**src/rtl/mtx_pkg.sv**
```systemverilog
// Shared definitions for the 3x3 matrix multiply datapath and its job issuer.
// Element (r,c) of every flattened operand/result lives at slot el_idx(r,c).
package mtx_pkg;

  localparam int DIM    = 3;
  localparam int NUM_EL = DIM * DIM;

  typedef enum logic [1:0] {
    LOAD,
    START,
    WAIT,
    DRAIN
  } mtx_iss_state_t;

  // Minimum accumulator width that holds 3*(2^data_w-1)^2 without overflow.
  function automatic int acc_w(input int data_w);
    return 2 * data_w + 2;
  endfunction

  // Row-major slot of element (r,c).
  function automatic int el_idx(input int r, input int c);
    return DIM * r + c;
  endfunction

endpackage

```
**src/rtl/mtx_result_serializer.sv**
```systemverilog
// Captures the flattened product C once and streams its nine elements out
// in row-major order under valid/ready backpressure.
module mtx_result_serializer
  import mtx_pkg::*;
#(
  parameter int ACC_W = 18
) (
  input  logic                    clk,
  input  logic                    rst,
  input  logic                    capture_i,
  input  logic [NUM_EL*ACC_W-1:0] c_i,
  input  logic                    out_ready_i,
  output logic                    out_valid_o,
  output logic [ACC_W-1:0]        out_data_o,
  output logic                    out_last_o,
  output logic                    drain_done_o
);

  logic [ACC_W-1:0] c_q [NUM_EL];
  logic [3:0]       dr_cnt_q;
  logic             out_valid_q;
  logic [ACC_W-1:0] out_data_q;

  // Capture C on the done cycle, then advance one element per handshake.
  always_ff @(posedge clk) begin
    if (rst) begin
      // NOTE: the result register is reset explicitly so a dropped job
      // leaves nothing readable behind; this is a small register file, not RAM.
      for (int i = 0; i < NUM_EL; i++) c_q[i] <= '0;
      dr_cnt_q    <= '0;
      out_valid_q <= 1'b0;
      out_data_q  <= '0;
    end else if (capture_i) begin
      for (int i = 0; i < NUM_EL; i++) c_q[i] <= c_i[i*ACC_W +: ACC_W];
      dr_cnt_q    <= '0;
      out_valid_q <= 1'b1;
      out_data_q  <= c_i[ACC_W-1:0];
    end else if (out_valid_q && out_ready_i) begin
      if (out_last_o) begin
        dr_cnt_q    <= '0;
        out_valid_q <= 1'b0;
        out_data_q  <= '0;
      end else begin
        dr_cnt_q   <= dr_cnt_q + 4'd1;
        out_data_q <= c_q[dr_cnt_q + 4'd1];
      end
    end
  end

  assign out_valid_o  = out_valid_q;
  assign out_data_o   = out_data_q;
  assign out_last_o   = out_valid_q && (dr_cnt_q == 4'(NUM_EL - 1));
  assign drain_done_o = out_valid_q && out_ready_i && out_last_o;

endmodule

```
**src/rtl/mtx_job_issuer.sv**
```systemverilog
// Initiator-side controller for mtx_mul_unit: loads 18 serial elements
// (A then B), pulses start, waits for done with a timeout, then hands the
// captured product to the result serializer.
module mtx_job_issuer
  import mtx_pkg::*;
#(
  parameter int DATA_W  = 8,
  parameter int ACC_W   = acc_w(DATA_W),
  parameter int TIMEOUT = 64
) (
  input  logic                     clk,
  input  logic                     rst,
  input  logic                     in_valid,
  output logic                     in_ready,
  input  logic [DATA_W-1:0]        in_data,
  output logic                     out_valid,
  input  logic                     out_ready,
  output logic [ACC_W-1:0]         out_data,
  output logic                     out_last,
  output logic                     start,
  output logic [NUM_EL*DATA_W-1:0] A,
  output logic [NUM_EL*DATA_W-1:0] B,
  input  logic [NUM_EL*ACC_W-1:0]  C,
  input  logic                     done,
  output logic                     busy,
  output logic                     timeout_err
);

  localparam int LD_W = $clog2(2 * NUM_EL);
  localparam int TO_W = $clog2(TIMEOUT + 1);
  localparam logic [LD_W-1:0] LD_LAST = LD_W'(2 * NUM_EL - 1);
  localparam logic [TO_W-1:0] TO_LAST = TO_W'(TIMEOUT - 1);

  mtx_iss_state_t   state_q;
  logic [LD_W-1:0]  ld_cnt_q;
  logic [TO_W-1:0]  tmo_q;
  logic             start_q;
  logic             timeout_err_q;
  logic [DATA_W-1:0] op_q [2*NUM_EL];

  logic capture;
  logic drain_done;

  assign in_ready = (state_q == LOAD) && !rst;
  assign busy     = (state_q != LOAD);
  assign capture  = (state_q == WAIT) && done;

  // Job sequencing: load slots, pulse start, wait for done or timeout, drain.
  always_ff @(posedge clk) begin
    if (rst) begin
      state_q       <= LOAD;
      ld_cnt_q      <= '0;
      tmo_q         <= '0;
      start_q       <= 1'b0;
      timeout_err_q <= 1'b0;
      for (int i = 0; i < 2 * NUM_EL; i++) op_q[i] <= '0;
    end else begin
      // NOTE: state is updated with non-blocking assignments so every
      // register samples pre-edge values regardless of statement order.
      start_q <= 1'b0;
      case (state_q)
        LOAD: begin
          if (in_valid) begin
            op_q[ld_cnt_q] <= in_data;
            if (ld_cnt_q == LD_LAST) begin
              ld_cnt_q <= '0;
              start_q  <= 1'b1;
              state_q  <= START;
            end else begin
              ld_cnt_q <= ld_cnt_q + LD_W'(1);
            end
          end
        end
        START: begin
          tmo_q   <= '0;
          state_q <= WAIT;
        end
        WAIT: begin
          // A done on the final allowed cycle still completes the job.
          if (done) begin
            state_q <= DRAIN;
          end else if (tmo_q == TO_LAST) begin
            timeout_err_q <= 1'b1;
            state_q       <= LOAD;
          end else begin
            tmo_q <= tmo_q + TO_W'(1);
          end
        end
        DRAIN: begin
          if (drain_done) state_q <= LOAD;
        end
        default: state_q <= LOAD;
      endcase
    end
  end

  // Flatten the operand slots row-major onto the A and B buses.
  always_comb begin
    // NOTE: defaults first so no path through the block can infer a latch.
    A = '0;
    B = '0;
    for (int r = 0; r < DIM; r++) begin
      for (int c = 0; c < DIM; c++) begin
        A[el_idx(r, c)*DATA_W +: DATA_W] = op_q[el_idx(r, c)];
        B[el_idx(r, c)*DATA_W +: DATA_W] = op_q[NUM_EL + el_idx(r, c)];
      end
    end
  end

  assign start       = start_q;
  assign timeout_err = timeout_err_q;

  mtx_result_serializer #(
    .ACC_W(ACC_W)
  ) u_serializer (
    .clk         (clk),
    .rst         (rst),
    .capture_i   (capture),
    .c_i         (C),
    .out_ready_i (out_ready),
    .out_valid_o (out_valid),
    .out_data_o  (out_data),
    .out_last_o  (out_last),
    .drain_done_o(drain_done)
  );

endmodule
```
**config.mk**
```make
export PLATFORM = sky130hd
export DESIGN_NAME = mtx_job_issuer
export DESIGN_NICKNAME = d
export VERILOG_FILES = /design/src/rtl/mtx_pkg.sv /design/src/rtl/mtx_result_serializer.sv /design/src/rtl/mtx_job_issuer.sv
export SDC_FILE = /design/constraint.sdc
export NUM_CORES = 1
export LEC_CHECK = 0
export ABC_AREA = 1
export CAP_MARGIN = 20
export CORE_MARGIN = 4
export CORE_UTILIZATION = 54
export DETAILED_ROUTE_END_ITERATION = 10
export GPL_TIMING_DRIVEN = 1
export PLACE_DENSITY = 0.85
export SLEW_MARGIN = 20
export SYNTH_ARGS = -nofsm -noshare
export SYNTH_HDL_FRONTEND = slang
export SYNTH_SLANG_ARGS = --single-unit
```
**constraint.sdc**
```tcl
create_clock -name clk -period 7.83 [get_ports clk]
set_input_delay 1.566 -clock clk [delete_from_list [all_inputs] [get_ports clk]]
set_output_delay 1.566 -clock clk [all_outputs]
set_load 0.02 [all_outputs]
```
==> results of run 1 <==
==> flip-flops by register name, summed over array words and instances, names as in the netlist <==
name and count:
ld_cnt_q 5, timeout_err 1, start 1, op_q 144, state_q 2, u_serializer.c_q 162
u_serializer.out_data_o 18, tmo_q 7, u_serializer.out_valid_o 1, u_serializer.dr_cnt_q 4
==> cell families (layout without fill, tap and decap cells) <==
family | after synthesis | after routing
adder cells (fa/ha/maj) | 5 | 5
XOR/XNOR | 2 | 2
flip-flops | 345 | 345
buffers and inverters | 314 | 660
other | 0 | 5
AND/OR/NAND/NOR | 744 | 744
AO/OA/AOI/OAI | 74 | 74
==> worst max-delay path, delay by kind of cell <==
family | cells | cell delay, ns
simple gates | 1 | 0.11
buf+inv | 2 | 1.15
==> per-layer routing <==
metal	wire, um	vias to the layer above	global-route usage, %
met5	0	-	0
met4	2210	0	12.6
met3	3920	142	4.86
met2	21700	768	48.4
met1	14700	5571	32.5
li1	-	5404	-
==> layout make-up <==
cell class	instances	area, um2
clock inverter	12	56.3
timing repair buffer	349	3490
clock buffer	49	971
sequential	345	9970
antenna	5	12.5
fill	1764	7430
inverter	250	938
tap	341	427
multi-input combinational	825	3650
==> Yosys cell counts, types with 2 or more instances <==
cell      count  area, um2
nor2_1      330       1240
edfxtp_1    306       9190
inv_1       236        886
nand2_1     219        822
nand3_1     155        776
a21oi_1      45        225
dfxtp_1      39        781
clkbuf_1     31        116
buf_2        30        150
nand2_2      19        119
o21ai_0      13       65.1
inv_2        11       41.3
o21ai_1      10       50.1
ha_1          5       62.6
nand4_1       5       31.3
nor2_4        4       45.0
buf_1         3       11.3
clkinv_1      3       11.3
nor2_2        2       12.5
nor3_1        2       10.0
nor3_4        2       32.5
xor2_1        2       17.5
==> worst max path at each step <==
| stage | depth (start not counted) | endpoint | slack (ns) |
|---|---|---|---|
| 2_1_floorplan | 3 | u_serializer.c_q[0][0]$_SDFFCE_PN0P_ | 1.95 |
| 4_1_cts | 3 | in_ready | 3.43 |
| 6_report | 3 | in_ready | 3.43 |
| 3_5_place_dp | 4 | u_serializer.c_q[3][4]$_SDFFCE_PN0P_ | 3.19 |
| 3_3_place_gp | 4 | u_serializer.c_q[1][6]$_SDFFCE_PN0P_ | 3.26 |
| 5_1_grt | 3 | in_ready | 3.39 |
==> through the flow <==
step | area (um2) | cells
5_1_grt | 19500 | 2176
4_1_cts | 19500 | 2171
6_report | 19500 | 2176
2_1_floorplan | 14800 | 1484
3_3_place_gp | 18400 | 2109
3_5_place_dp | 18500 | 2110
==> power by group through the flow <==
| stage | clock network (mW) | registers (mW) | logic [mW] |
|---|---|---|---|
| final | 1.53 | 2.14 | 0.465 |
| after global routing | 1.62 | 2.14 | 0.497 |
| after global placement | 0 | 2.17 | 0.445 |
| after floorplan | 0 | 2.22 | 0.178 |
| after detailed placement | 0 | 2.18 | 0.459 |
| after CTS | 1.54 | 2.14 | 0.463 |
==> impl_metrics.py, run 1 <==
metrics = {
    "status": {
        "status": "complete, no violations",
    },
    "clock_tree": {
        "clkTransAtPathRegs_ns": 0.06,
        "cts_resized": 0,
        "clk-insertion-delay-late_ns": 0.51,
        "post-cts-setup-buffers": 0,
        "htree_num_levels": 2,
        "cts.sinks": 345,
        "numCtsBuffers": 35,
        "cts-root-buf": "clkbuf_16",
        "cts_tree": "yes",
        "clockBufferDepth": 3,
        "cts_hold_buf": 0,
    },
    "global_route": {
        "overflow": 0,
        "grt_use_total_pct": 27.3,
        "grt_pass1_wl_um": 64400,
        "antenna_found_initial": 5,
        "grt_pass1_vias": 11646,
        "grt_max_degree": 95,
    },
    "logic_synthesis": {
        "synth-simple-area-share_pct": 21.3,
        "seq_area_frac_synth_pct": 67.3,
        "synth-compound-area-share_pct": 2.64,
        "muxShareOfSynthArea_pct": 0,
        "syn_inst": 1484,
        "synthXorXnorAreaFrac_pct": 0.118,
        "synth-async-reset-ratio_pct": 0,
        "ys_types": 34,
        "synth-edff-count": 306,
        "synth_area_um2": 14800,
        "syn-num-nets": 1664,
        "synthAdderAreaFrac_pct": 0.422,
        "synth_top_family_by_area": "simple AND/OR/NAND/NOR gates",
        "synth-seq-cells": 345,
        "synth_warnings": 0,
        "synthFlopType": "edfxtp_1",
        "synth.avg_cell_area_um2": 9.98,
    },
    "layout": {
        "drive_gt1_share_pct": 5.30,
        "final_common_cell": "clkdlybuf4s50_1",
        "fin_nets": 1986,
        "post-route-util_pct": 72.4,
        "final_cell_mix": "341 x clkdlybuf4s50_1, 330 x nor2_1, 306 x edfxtp_1",
        "syn_to_final_growth_pct": 31.8,
    },
    "sta": {
        "finalSetupViolCount": 0,
        "fin_skew_ns": 0.0138,
        "drv_slew": 0,
        "period_minus_slack_ns": 4.40,
        "finalHoldViolations": 0,
        "relSlewSlack_pct": 38.2,
        "worst_pin_slew_ns": 0.927,
        "hold_ws_ns": 0.477,
        "setup_tns_ns": 0,
        "finalCritPeriodShare_pct": 56.2,
        "fmax_ghz": 0.227,
        "rsz0062_at_grt": "no",
        "fin_ws_ns": 3.43,
    },
    "drt": {
        "vias_per_cell": 5.46,
        "first_pass_iters": 6,
        "drcViolationCount": 0,
        "wl_um": 42500,
        "drt_iter0_markers": 1569,
        "wl_per_cell_um": 19.5,
        "drtAntennaViolNets": 0,
        "num_vias": 11885,
    },
    "worst_hold_path": {
        "hp-start": "timeout_err$_SDFFE_PP0P_",
        "min_path_type": "reg -> reg",
        "hold_depth": 2,
        "hold_end": "timeout_err$_SDFFE_PP0P_",
    },
    "place": {
        "place_ws_ns": 3.19,
        "hpwl_um": 30200,
        "portBuffers": 342,
        "gp_congestion": 0.902,
    },
    "worst_setup_path": {
        "crit_path_start_kind": "input pin",
        "required_ns": 6.26,
        "worst_r2r_path_depth": 9,
        "crit_chain": "buf_2 > nor2_1 > clkdlybuf4s50_1",
        "slowest_stage": "buf_2",
        "r2r_slack_ns": 4.67,
        "critPathLaunch": "rst",
        "rr_endpoint": "u_serializer.out_data_o[16]$_SDFFE_PP0P_",
        "cp_max_fo": 31,
        "r2r-start": "u_serializer.dr_cnt_q[0]$_SDFFE_PP0P_",
        "cpPeakStageDelay_ns": 0.58,
        "cp.arrival_ns": 2.83,
        "end_kind": "primary output",
        "critPathKind": "in -> out",
    },
    "floorplanning": {
        "die_y_um": 174,
        "std_cell_rows": 60,
        "core_area_um2": 27000,
        "pin_count": 343,
        "die_x_um": 174,
        "die-area_um2": 30100,
        "start_util_pct": 54.9,
    },
    "power": {
        "p_comb_share_pct": 11.2,
        "seqPwrFrac_pct": 51.7,
        "p_int_mw": 3.15,
        "powerDensity_nw_per_um2": 212,
        "clockPowerShare_pct": 37.0,
        "swShare_pct": 23.7,
        "switchingPower_mw": 0.980,
        "p_total_mw": 4.13,
        "peakVddDrop_mv": 0.162,
        "p_leak_nw": 7.97,
    },
    "job": {
        "maxCapViolCount": 0,
    },
}
(Power assumes the default switching activity.)
==> run 2: changes to the inputs <==
--- a/config.mk
+++ b/config.mk
@@ -8,10 +8,10 @@
 export ABC_AREA = 1
 export CAP_MARGIN = 20
 export CORE_MARGIN = 4
-export CORE_UTILIZATION = 54
+export CORE_UTILIZATION = 46
 export DETAILED_ROUTE_END_ITERATION = 10
 export GPL_TIMING_DRIVEN = 1
-export PLACE_DENSITY = 0.85
+export PLACE_DENSITY = 0.77
 export SLEW_MARGIN = 20
 export SYNTH_ARGS = -nofsm -noshare
 export SYNTH_HDL_FRONTEND = slang
==> constraint.sdc (replaced) <==
create_clock -name clk -period 3.9 [get_ports clk]
set_input_delay 0.78 -clock clk [delete_from_list [all_inputs] [get_ports clk]]
set_output_delay 0.78 -clock clk [all_outputs]
set_load 0.02 [all_outputs]
==> run 2 against run 1 <==
  * Flip-flop and latch count unchanged
  * Worst hold slack lost 0.0011 ns
  * Non-clock buffer count grew 8
==> impl_metrics.py, run 2 (same netlist as run 1, synthesis figures left out) <==
metrics = {
    "layout": {
        "finalNonFillerCells": 2246,
        "largest_reg_flops": 162,
        "design_area_um2": 19800,
        "drive_gt1_share_pct": 6.29,
        "fill_cells": 2418,
        "regMostFlops": "u_serializer.c_q",
        "syn_to_final_growth_pct": 33.9,
        "final_cell_mix": "341 x clkdlybuf4s50_1, 330 x nor2_1, 306 x edfxtp_1",
        "final_common_cell": "clkdlybuf4s50_1",
        "fin_nets": 1995,
    },
    "sta": {
        "drv_slew": 0,
        "finalCritPeriodShare_pct": 80.4,
        "relSlewSlack_pct": 48.8,
        "setup_tns_ns": 0,
        "rsz0062_at_grt": "no",
        "fmax_ghz": 0.319,
        "finalSetupViolCount": 0,
        "period_minus_slack_ns": 3.13,
        "finalHoldViolations": 0,
        "fin_skew_ns": 0.0170,
        "worst_pin_slew_ns": 0.767,
    },
    "drt": {
        "num_vias": 11695,
        "wl_per_cell_um": 19.0,
        "first_pass_iters": 5,
        "wl_um": 42800,
        "drtAntennaViolNets": 0,
        "vias_per_cell": 5.21,
        "drt_iter0_markers": 1397,
        "drcViolationCount": 0,
    },
    "worst_setup_path": {
        "cp.arrival_ns": 2.35,
        "critPathKind": "reg -> out",
        "crit_path_start_kind": "register",
        "cp_max_fo": 28,
        "r2r-start": "u_serializer.dr_cnt_q[0]$_SDFFE_PP0P_",
        "critPathLaunch": "u_serializer.dr_cnt_q[0]$_SDFFE_PP0P_",
        "required_ns": 3.12,
        "end_kind": "primary output",
    },
    "global_route": {
        "grt_use_total_pct": 23.5,
        "grt_pass1_vias": 11498,
        "grt_pass1_wl_um": 64800,
        "antenna_found_initial": 3,
        "overflow": 0,
        "grt_max_degree": 73,
    },
    "floorplanning": {
        "pin_count": 343,
        "die_y_um": 187,
        "die-area_um2": 35100,
        "start_util_pct": 46.8,
        "core_area_um2": 31600,
        "die_x_um": 187,
        "std_cell_rows": 65,
    },
    "power": {
        "p_comb_share_pct": 10.8,
        "powerDensity_nw_per_um2": 434,
        "p_int_mw": 6.60,
        "peakVddDrop_mv": 0.289,
        "swShare_pct": 23.4,
        "seqPwrFrac_pct": 49.9,
        "clockPowerShare_pct": 39.3,
        "switchingPower_mw": 2.01,
        "p_leak_nw": 8.10,
    },
    "clock_tree": {
        "cts_resized": 0,
        "cts_tree": "yes",
        "numCtsBuffers": 36,
        "htree_num_levels": 2,
        "clockBufferDepth": 3,
        "clkTransAtPathRegs_ns": 0.06,
        "cts-root-buf": "clkbuf_16",
        "cts.sinks": 345,
        "cts_hold_buf": 0,
        "clk-insertion-delay-late_ns": 0.51,
        "post-cts-setup-buffers": 0,
    },
    "place": {
        "dpl.cell_count": 2178,
        "placed_area_um2": 18600,
        "portBuffers": 342,
        "hpwl_um": 31000,
        "gp_congestion": 0.879,
    },
    "job": {
        "maxCapViolCount": 0,
    },
    "worst_hold_path": {
        "min_path_type": "reg -> reg",
        "hp-start": "timeout_err$_SDFFE_PP0P_",
    },
    "status": {
        "status": "complete, no violations",
    },
}
run 2: cell types whose count changed in the layout (fill, tap and decap cells not counted), sizes merged:
cell      change
diode         -4
bufinv        +2
clkinvlp      +1
clkinv        -4
clkbuf        +3
inv           +3
buf           +8
run 2: cell type report:
class                           count  area (um2)  share of cell area (%)
Sequential cell                   345        9970                    50.3
Clock buffer                       52        1040                    5.26
Clock inverter                     14         131                   0.663
Tap cell                          402         503                    2.54
Antenna cell                        1        2.50                  0.0126
Inverter                          250         938                    4.73
Timing Repair Buffer              357        3590                    18.1
Multi-Input combinational cell    825        3650                    18.4
run 2: critical path, cell delays in order (launching register included):
cell	delay (ns)
dfxtp_2	0.68
inv_2	0.08
ha_1	0.22
nand4_1	0.18
inv_1	0.13
clkdlybuf4s50_1	0.56
run 2: layer usage:
layer | track usage, % | share of wire (%)
met4 | 7.28 | 3.1
met3 | 4.91 | 9.1
met1 | 29.0 | 38
met2 | 41.8 | 50
met5 | 0 | 0.051
run 2: final timing paths:
kind,endpoint,slack (ns),cells after the start
worst max-delay path,out_last,0.77,5
worst min-delay path,timeout_err$_SDFFE_PP0P_,0.48,2
worst max register to register,u_serializer.out_data_o[4]$_SDFFE_PP0P_,1.11,8
worst min register to register,timeout_err$_SDFFE_PP0P_,0.48,2
run 2: stage by stage:
stage               hold slack [ns]  setup WS [ns]  util [%]  total power [mW]
finish                        0.476          0.766      62.7              8.62
global route                  0.491          0.626      62.7              8.90
CTS                           0.479          0.767      62.6              8.64
detailed placement            0.463          0.951      58.9              5.30
global placement              0.453          0.994      58.9              5.28
floorplan                     0.456          0.445         -              4.80
run 2: power by group through the flow:
stage,logic [mW],registers (mW),clock network [mW]
6_report,0.929,4.30,3.39
2_1_floorplan,0.357,4.45,0
5_1_grt,0.999,4.31,3.59
3_5_place_dp,0.925,4.37,0
3_3_place_gp,0.911,4.37,0
4_1_cts,0.930,4.30,3.41
